**src/rtl/rv32i_branch_predictor.sv**
```systemverilog
// rv32i_branch_predictor: direct-mapped BTB with saturating direction counters; stats counters built only with BRANCH_PREDICTOR_STATS_EN.
// Latency: lookup is combinational (0 cycles); an update is visible to lookups from the cycle after its edge, no bypass.
// Backpressure: none; accepts one resolved branch per cycle, ena low freezes table, flush and statistics.
module rv32i_branch_predictor #(
  parameter int ENTRIES   = 16,
  parameter int TAG_W     = 8,
  parameter int COUNTER_W = 2
) (
  input  logic        clk,
  input  logic        rst,
  input  logic        ena,
  input  logic [31:0] lookup_pc_f,
  output logic        predict_taken_f,
  output logic [31:0] predict_target_f,
  input  logic        update_valid_e,
  input  logic [31:0] update_pc_e,
  input  logic        update_taken_e,
  input  logic [31:0] update_target_e,
  input  logic        update_is_jump_e,
  input  logic        update_mispredict_e,
  input  logic        flush_all,
  output logic [31:0] branches_resolved,
  output logic [31:0] mispredicts
);

  localparam int IDX_W = $clog2(ENTRIES);
  localparam logic [COUNTER_W-1:0] CTR_MAX = {COUNTER_W{1'b1}};
  localparam logic [COUNTER_W-1:0] CTR_WT  = COUNTER_W'(1 << (COUNTER_W - 1));
  localparam logic [COUNTER_W-1:0] CTR_WNT = CTR_WT - 1'b1;

  typedef struct packed {
    logic                 vld;
    logic [TAG_W-1:0]     tag;
    logic [31:0]          target;
    logic [COUNTER_W-1:0] ctr;
  } btb_entry_t;

  btb_entry_t btb_q [ENTRIES];

  logic [IDX_W-1:0] lk_idx;
  logic [TAG_W-1:0] lk_tag;
  logic [IDX_W-1:0] up_idx;
  logic [TAG_W-1:0] up_tag;
  btb_entry_t       lk_ent;
  logic             lk_hit;

  assign lk_idx = lookup_pc_f[IDX_W+1:2];
  assign lk_tag = lookup_pc_f[IDX_W+TAG_W+1:IDX_W+2];
  assign up_idx = update_pc_e[IDX_W+1:2];
  assign up_tag = update_pc_e[IDX_W+TAG_W+1:IDX_W+2];

  // Lookup reads registered state only, so a same-cycle write is not forwarded.
  assign lk_ent           = btb_q[lk_idx];
  assign lk_hit           = lk_ent.vld && (lk_ent.tag == lk_tag);
  assign predict_taken_f  = lk_hit && lk_ent.ctr[COUNTER_W-1];
  assign predict_target_f = predict_taken_f ? lk_ent.target : (lookup_pc_f + 32'd4);

  btb_entry_t up_old;
  btb_entry_t up_new;
  logic       up_hit;
  logic       up_wr;

  always_comb begin
    up_old = btb_q[up_idx];
    up_new = up_old;
    up_wr  = 1'b0;
    up_hit = up_old.vld && (up_old.tag == up_tag);
    if (up_hit) begin
      up_wr = 1'b1;
      if (update_is_jump_e) begin
        up_new.ctr    = CTR_MAX;
        up_new.target = update_target_e;
      end else if (update_taken_e) begin
        if (up_old.ctr != CTR_MAX) up_new.ctr = up_old.ctr + 1'b1;
        up_new.target = update_target_e;
      end else if (up_old.ctr != '0) begin
        up_new.ctr = up_old.ctr - 1'b1;
      end
    end else if (update_taken_e) begin
      // Allocation simply evicts whatever aliases to this index.
      up_wr         = 1'b1;
      up_new.vld    = 1'b1;
      up_new.tag    = up_tag;
      up_new.target = update_target_e;
      up_new.ctr    = update_is_jump_e ? CTR_MAX : CTR_WT;
    end
  end

  always_ff @(posedge clk or negedge rst) begin
    if (!rst) begin
      for (int i = 0; i < ENTRIES; i++) begin
        btb_q[i].vld    <= 1'b0;
        btb_q[i].tag    <= '0;
        btb_q[i].target <= '0;
        btb_q[i].ctr    <= CTR_WNT;
      end
    end else if (ena) begin
      if (flush_all) begin
        for (int i = 0; i < ENTRIES; i++) btb_q[i].vld <= 1'b0;
      end else if (update_valid_e && up_wr) begin
        btb_q[up_idx] <= up_new;
      end
    end
  end

`ifdef BRANCH_PREDICTOR_STATS_EN
  logic [31:0] resolved_q;
  logic [31:0] mispred_q;

  // Statistics count resolved instructions even when a flush drops the table write.
  always_ff @(posedge clk or negedge rst) begin
    if (!rst) begin
      resolved_q <= '0;
      mispred_q  <= '0;
    end else if (ena && update_valid_e) begin
      resolved_q <= resolved_q + 32'd1;
      if (update_mispredict_e) mispred_q <= mispred_q + 32'd1;
    end
  end

  assign branches_resolved = resolved_q;
  assign mispredicts       = mispred_q;

  logic unused_pc_bits;
  assign unused_pc_bits = ^{lookup_pc_f, update_pc_e};
`else
  assign branches_resolved = 32'd0;
  assign mispredicts       = 32'd0;

  logic unused_pc_bits;
  assign unused_pc_bits = ^{lookup_pc_f, update_pc_e, update_mispredict_e};
`endif

endmodule
```
**config.mk**
```make
export PLATFORM = sky130hd
export DESIGN_NAME = rv32i_branch_predictor
export DESIGN_NICKNAME = d
export VERILOG_FILES = /design/src/rtl/rv32i_branch_predictor.sv
export SDC_FILE = /design/constraint.sdc
export NUM_CORES = 2
export LEC_CHECK = 0
export CAP_MARGIN = 20
export CORE_MARGIN = 8
export CORE_UTILIZATION = 50
export DETAILED_ROUTE_END_ITERATION = 8
export HOLD_SLACK_MARGIN = 0.02
export PLACE_DENSITY = 0.83
export SETUP_SLACK_MARGIN = 0.4
export SLEW_MARGIN = 20
export SYNTH_ARGS = -nofsm -noshare
export SYNTH_HDL_FRONTEND = slang
export SYNTH_SLANG_ARGS = --single-unit
export TNS_END_PERCENT = 1
```
**constraint.sdc**
```tcl
create_clock -name clk -period 5.1 [get_ports clk]
set_input_delay 1.02 -clock clk [delete_from_list [all_inputs] [get_ports clk]]
set_output_delay 1.02 -clock clk [all_outputs]
set_load 0.005 [all_outputs]
```
==> results list <==
- The run finished with clean final reports.
* Final number of hold-violating endpoints: 0
- The max-slew violation count was 0.
- TritonCTS clock tree: yes
- Fraction of final layout cells with drive strength greater than 1: 0.557
* Worst R2R Setup Slack: roughly 1.3 ns
* Register with the most flip-flops: btb_q
* Largest driver fanout on the critical path: 8
* Critical-path cell with the highest stage delay: sky130_fd_sc_hd__mux4_2
- In this run, CTS created clock tree buffers numbering 70.
- Number of nets with antenna violations after detailed routing: 0
- Max-cap violations in this run came to 0.
- For this run, the slowest stage of the critical path takes approximately 0.56 ns.
* Crit Reg-Reg Startpoint: btb_q[124]
* Die Wd: between 200 and 300 µm
* Cell count after placement: 3415
- The path class of the tightest hold or removal check is input port to async pin.
- Power density over the cells: approximately 300 nW/µm²
* IO Pins: 201
* Post-synthesis cell area: 38100 µm²
- The share of the Yosys chip area taken by registers is 0.452.
- Net count, final: about 2600
- DR pass1 iterations: 5
- Cells traversed along the worst timing path: buf_16, mux4_2, mux4_2, xor2_2, a211oi_2, buf_4, nand4b_1, buf_6, buf_6, buf_16, mux2_4, buf_6
* Commonest cells post-synth: sky130_fd_sc_hd__mux2_2 (717), sky130_fd_sc_hd__dfrtp_1 (672), sky130_fd_sc_hd__mux4_2 (401), sky130_fd_sc_hd__clkbuf_1 (121), sky130_fd_sc_hd__buf_2 (75)
- The most used flip-flop cell after synthesis is sky130_fd_sc_hd__dfrtp_1.
- Die area: around 85000 µm²
- First-pass GRT wire length: ~160 mm
* H-tree depth reported by CTS: 3
- Most frequently used cell type in the post-synthesis netlist: sky130_fd_sc_hd__mux2_2
- Library cell with the largest summed area after synthesis: sky130_fd_sc_hd__dfrtp_1
- In the post-synthesis netlist, the biggest area contributors are sky130_fd_sc_hd__dfrtp_1 (44%), sky130_fd_sc_hd__mux4_2 (24%), sky130_fd_sc_hd__mux2_2 (21%).
* Global router's overall resource usage: 0.249
- The HPWL after detailed placement is between 60 and 70 mm.
- Total global routing overflow: 0
- The final layout contains routed wiring with a total length of around 110 mm.
- The first routing iteration left between 2000 and 2500 violations.
* Arrival time at the worst endpoint: between 3 and 4 ns
* Largest net degree at the start of global routing: approximately 130
- Cell mode on critical path: sky130_fd_sc_hd__buf_6
- Largest regs: btb_q (688)
- Logic depth of the worst register-to-register path: 10
* Cell at the root of the clock tree: sky130_fd_sc_hd__clkbuf_16
- CP startpoint: lookup_pc_f[2]
- VDD sags by at most about 0.25 mV.
* Max Clock Skew: 0.0220 ns
- Clock Sinks: 688
- The register with the most flip-flops in the layout has about 700 of them.
* Count of synthesis-stage warnings from yosys: 0
* Post-synth EDFFs: 0
- The analysis attributes to cell leakage a power of about 0.019 µW.
- GPL Wtd Cong: roughly 0.86
- Number of distinct library cells after synthesis: 53
- Insertion delay of the later-clocked pin in the worst-skew pair: 0.62 ns
- Buffers placed on the I/O ports in this run total about 120.
* Area growth syn-to-layout: 13.5%
- Clock slew at reported path FFs: roughly 0.060 ns
- Once routing completed, OpenROAD measured the worst setup slack at between 0.15 and 0.2 ns.
* Final Setup Violations: 0
* DRC: 0
- Share of the clock period used by the worst path: 0.964
- After filler insertion, the fill cell instance count of the layout stands at approximately 5500.
* Max Buffers Root-to-Sink: 3
- The worst path needs between 4 and 5 ns of the cycle, external delays included.
- Height of the die: 292 µm
- Using the TritonRoute via totals, the vias-per-cell ratio works out to between 6 and 7.
- The worst setup path is launched from an input port.
* Number of hold-repair buffers added at the cts stage: 0
- Worst slew pin tran: about 0.88 ns
- Data on the critical path is required at its endpoint by a little over 4 ns.
- Routed length per placed instance: 29.9 µm
* Post-Synthesis Mean Instance Area: around 16 µm²
- Number of antenna violations at the first check in global routing: 2
* Number of standard-cell rows in the floorplan: 101
* CP Capture Type: primary output
- Post-Route Hold Slack: about 0.33 ns
- Maximum frequency from static timing analysis: 0.203 GHz
* Post-synthesis async set-or-reset flop share: 1.00
* Starting density of the core: 0.503
- The routed layout has approximately 24000 vias.
- Setup repair after global routing could not meet its margin everywhere.
- The critical path is of the input port to primary output type.
- Post-synthesis sequential element count: 688
* Relative slew slack: 0.414
- OpenSTA, run right after detailed placement, puts the worst setup slack at -0.276 ns.
- For this run, the number of standard cells in the final layout without fillers is approximately 3600.
* Post-synthesis instance total: between 2000 and 2500
* Number of global-route vias before repair: between 20000 and 30000
* Core outline area: 75700 µm²
- Proportion of netlist area held by the largest area contributor: 0.441
==> metrics by stage <==
step,setup TNS [ns],area (µm²),power (µW),utilization
2_1_floorplan,0,38400,7070,-
3_3_place_gp,-6.54,40500,7540,0.535
3_5_place_dp,-7.38,40500,7650,0.535
4_1_cts,0,43100,13100,0.570
5_1_grt,0,43200,13500,0.571
6_report,0,43200,13100,0.571
==> cell type report <==
| class | instances | area, µm² | area share |
|---|---|---|---|
| multi-input cells | 1517 | 19700 | 0.456 |
| flip-flops and latches | 688 | 17200 | 0.399 |
| repair buffers | 245 | 2560 | 0.0591 |
| clock buffers | 105 | 2120 | 0.0490 |
| well taps | 978 | 1220 | 0.0283 |
| clock inverters | 18 | 334 | 0.00773 |
| inverters | 7 | 26.3 | 0.000608 |
| diodes | 2 | 5.00 | 0.000116 |
==> path summary, 6_finish.rpt <==
path                                             to
min in group clk                         btb_q[602]
worst max-delay path            predict_target_f[8]
worst max register to register           btb_q[292]
worst min-delay path                     btb_q[307]
worst min register to register           btb_q[602]
max in group asynchronous                btb_q[369]
==> power by group <==
part / switching, µW / leakage (µW) / total, µW / internal (µW)
sequential: 217 / 0.00943 / 5980 / 5760
combinational: 789 / 0.00886 / 1600 / 814
clock: 2180 / 0.00121 / 5510 / 3330
total: 3190 / 0.0195 / 13100 / 9900
==> cells in the final DEF, fill, tap and decap left out, types with 11 or more instances in the layout <==
cell type and count:
sky130_fd_sc_hd__a31oi_1 23, sky130_fd_sc_hd__buf_12 32, sky130_fd_sc_hd__buf_2 27, sky130_fd_sc_hd__buf_4 91
sky130_fd_sc_hd__clkbuf_1 16, sky130_fd_sc_hd__clkbuf_16 74, sky130_fd_sc_hd__clkbuf_8 16, sky130_fd_sc_hd__clkdlybuf4s50_1 74
sky130_fd_sc_hd__conb_1 64, sky130_fd_sc_hd__dfrtp_1 672, sky130_fd_sc_hd__dfstp_2 16, sky130_fd_sc_hd__mux2_2 704
sky130_fd_sc_hd__mux2_4 13, sky130_fd_sc_hd__mux2i_1 19, sky130_fd_sc_hd__mux4_2 401, sky130_fd_sc_hd__nand2_1 43
sky130_fd_sc_hd__nand3_1 11, sky130_fd_sc_hd__nor2_1 45, sky130_fd_sc_hd__nor2b_1 12, sky130_fd_sc_hd__xnor2_1 27
sky130_fd_sc_hd__xor2_1 15
==> logic make-up after synthesis <==
| family | Yosys count | share of synthesized area |
|---|---|---|
| mux | 1144 | 0.456 |
| flops | 688 | 0.452 |
| buf+inv | 305 | 0.0405 |
| simple gates | 182 | 0.0252 |
| compound gates | 81 | 0.0152 |
| xor+xnor | 45 | 0.0103 |
| fa+ha+maj | 1 | 0.000328 |
| other cells | 1 | 0.0000984 |
==> worst max-delay path: cells and delay by family <==
family,cells,cell delay [ns]
compound gates,1,0.31
buf+inv,6,0.88
simple gates,1,0.10
mux,3,1.38
xor+xnor,1,0.18
==> per-layer routing <==
| metal | vias to the layer above | global-route usage | wire, µm |
|---|---|---|---|
| met4 | 0 | 0.140 | 5990 |
| met5 | - | 0 | 0 |
| met2 | 1252 | 0.406 | 52200 |
| met3 | 349 | 0.0586 | 9700 |
| met1 | 12700 | 0.305 | 38400 |
| li1 | 9540 | - | - |
==> what timing repair did <==
action,CTS,global route
resized for setup,150,9
hold endpoints to repair,0,0
cloned,4,0
setup buffers,13,1
endpoints found under the setup margin,33,33
pin swaps,2,2
Note: power is estimated with default switching activity, not from simulation.
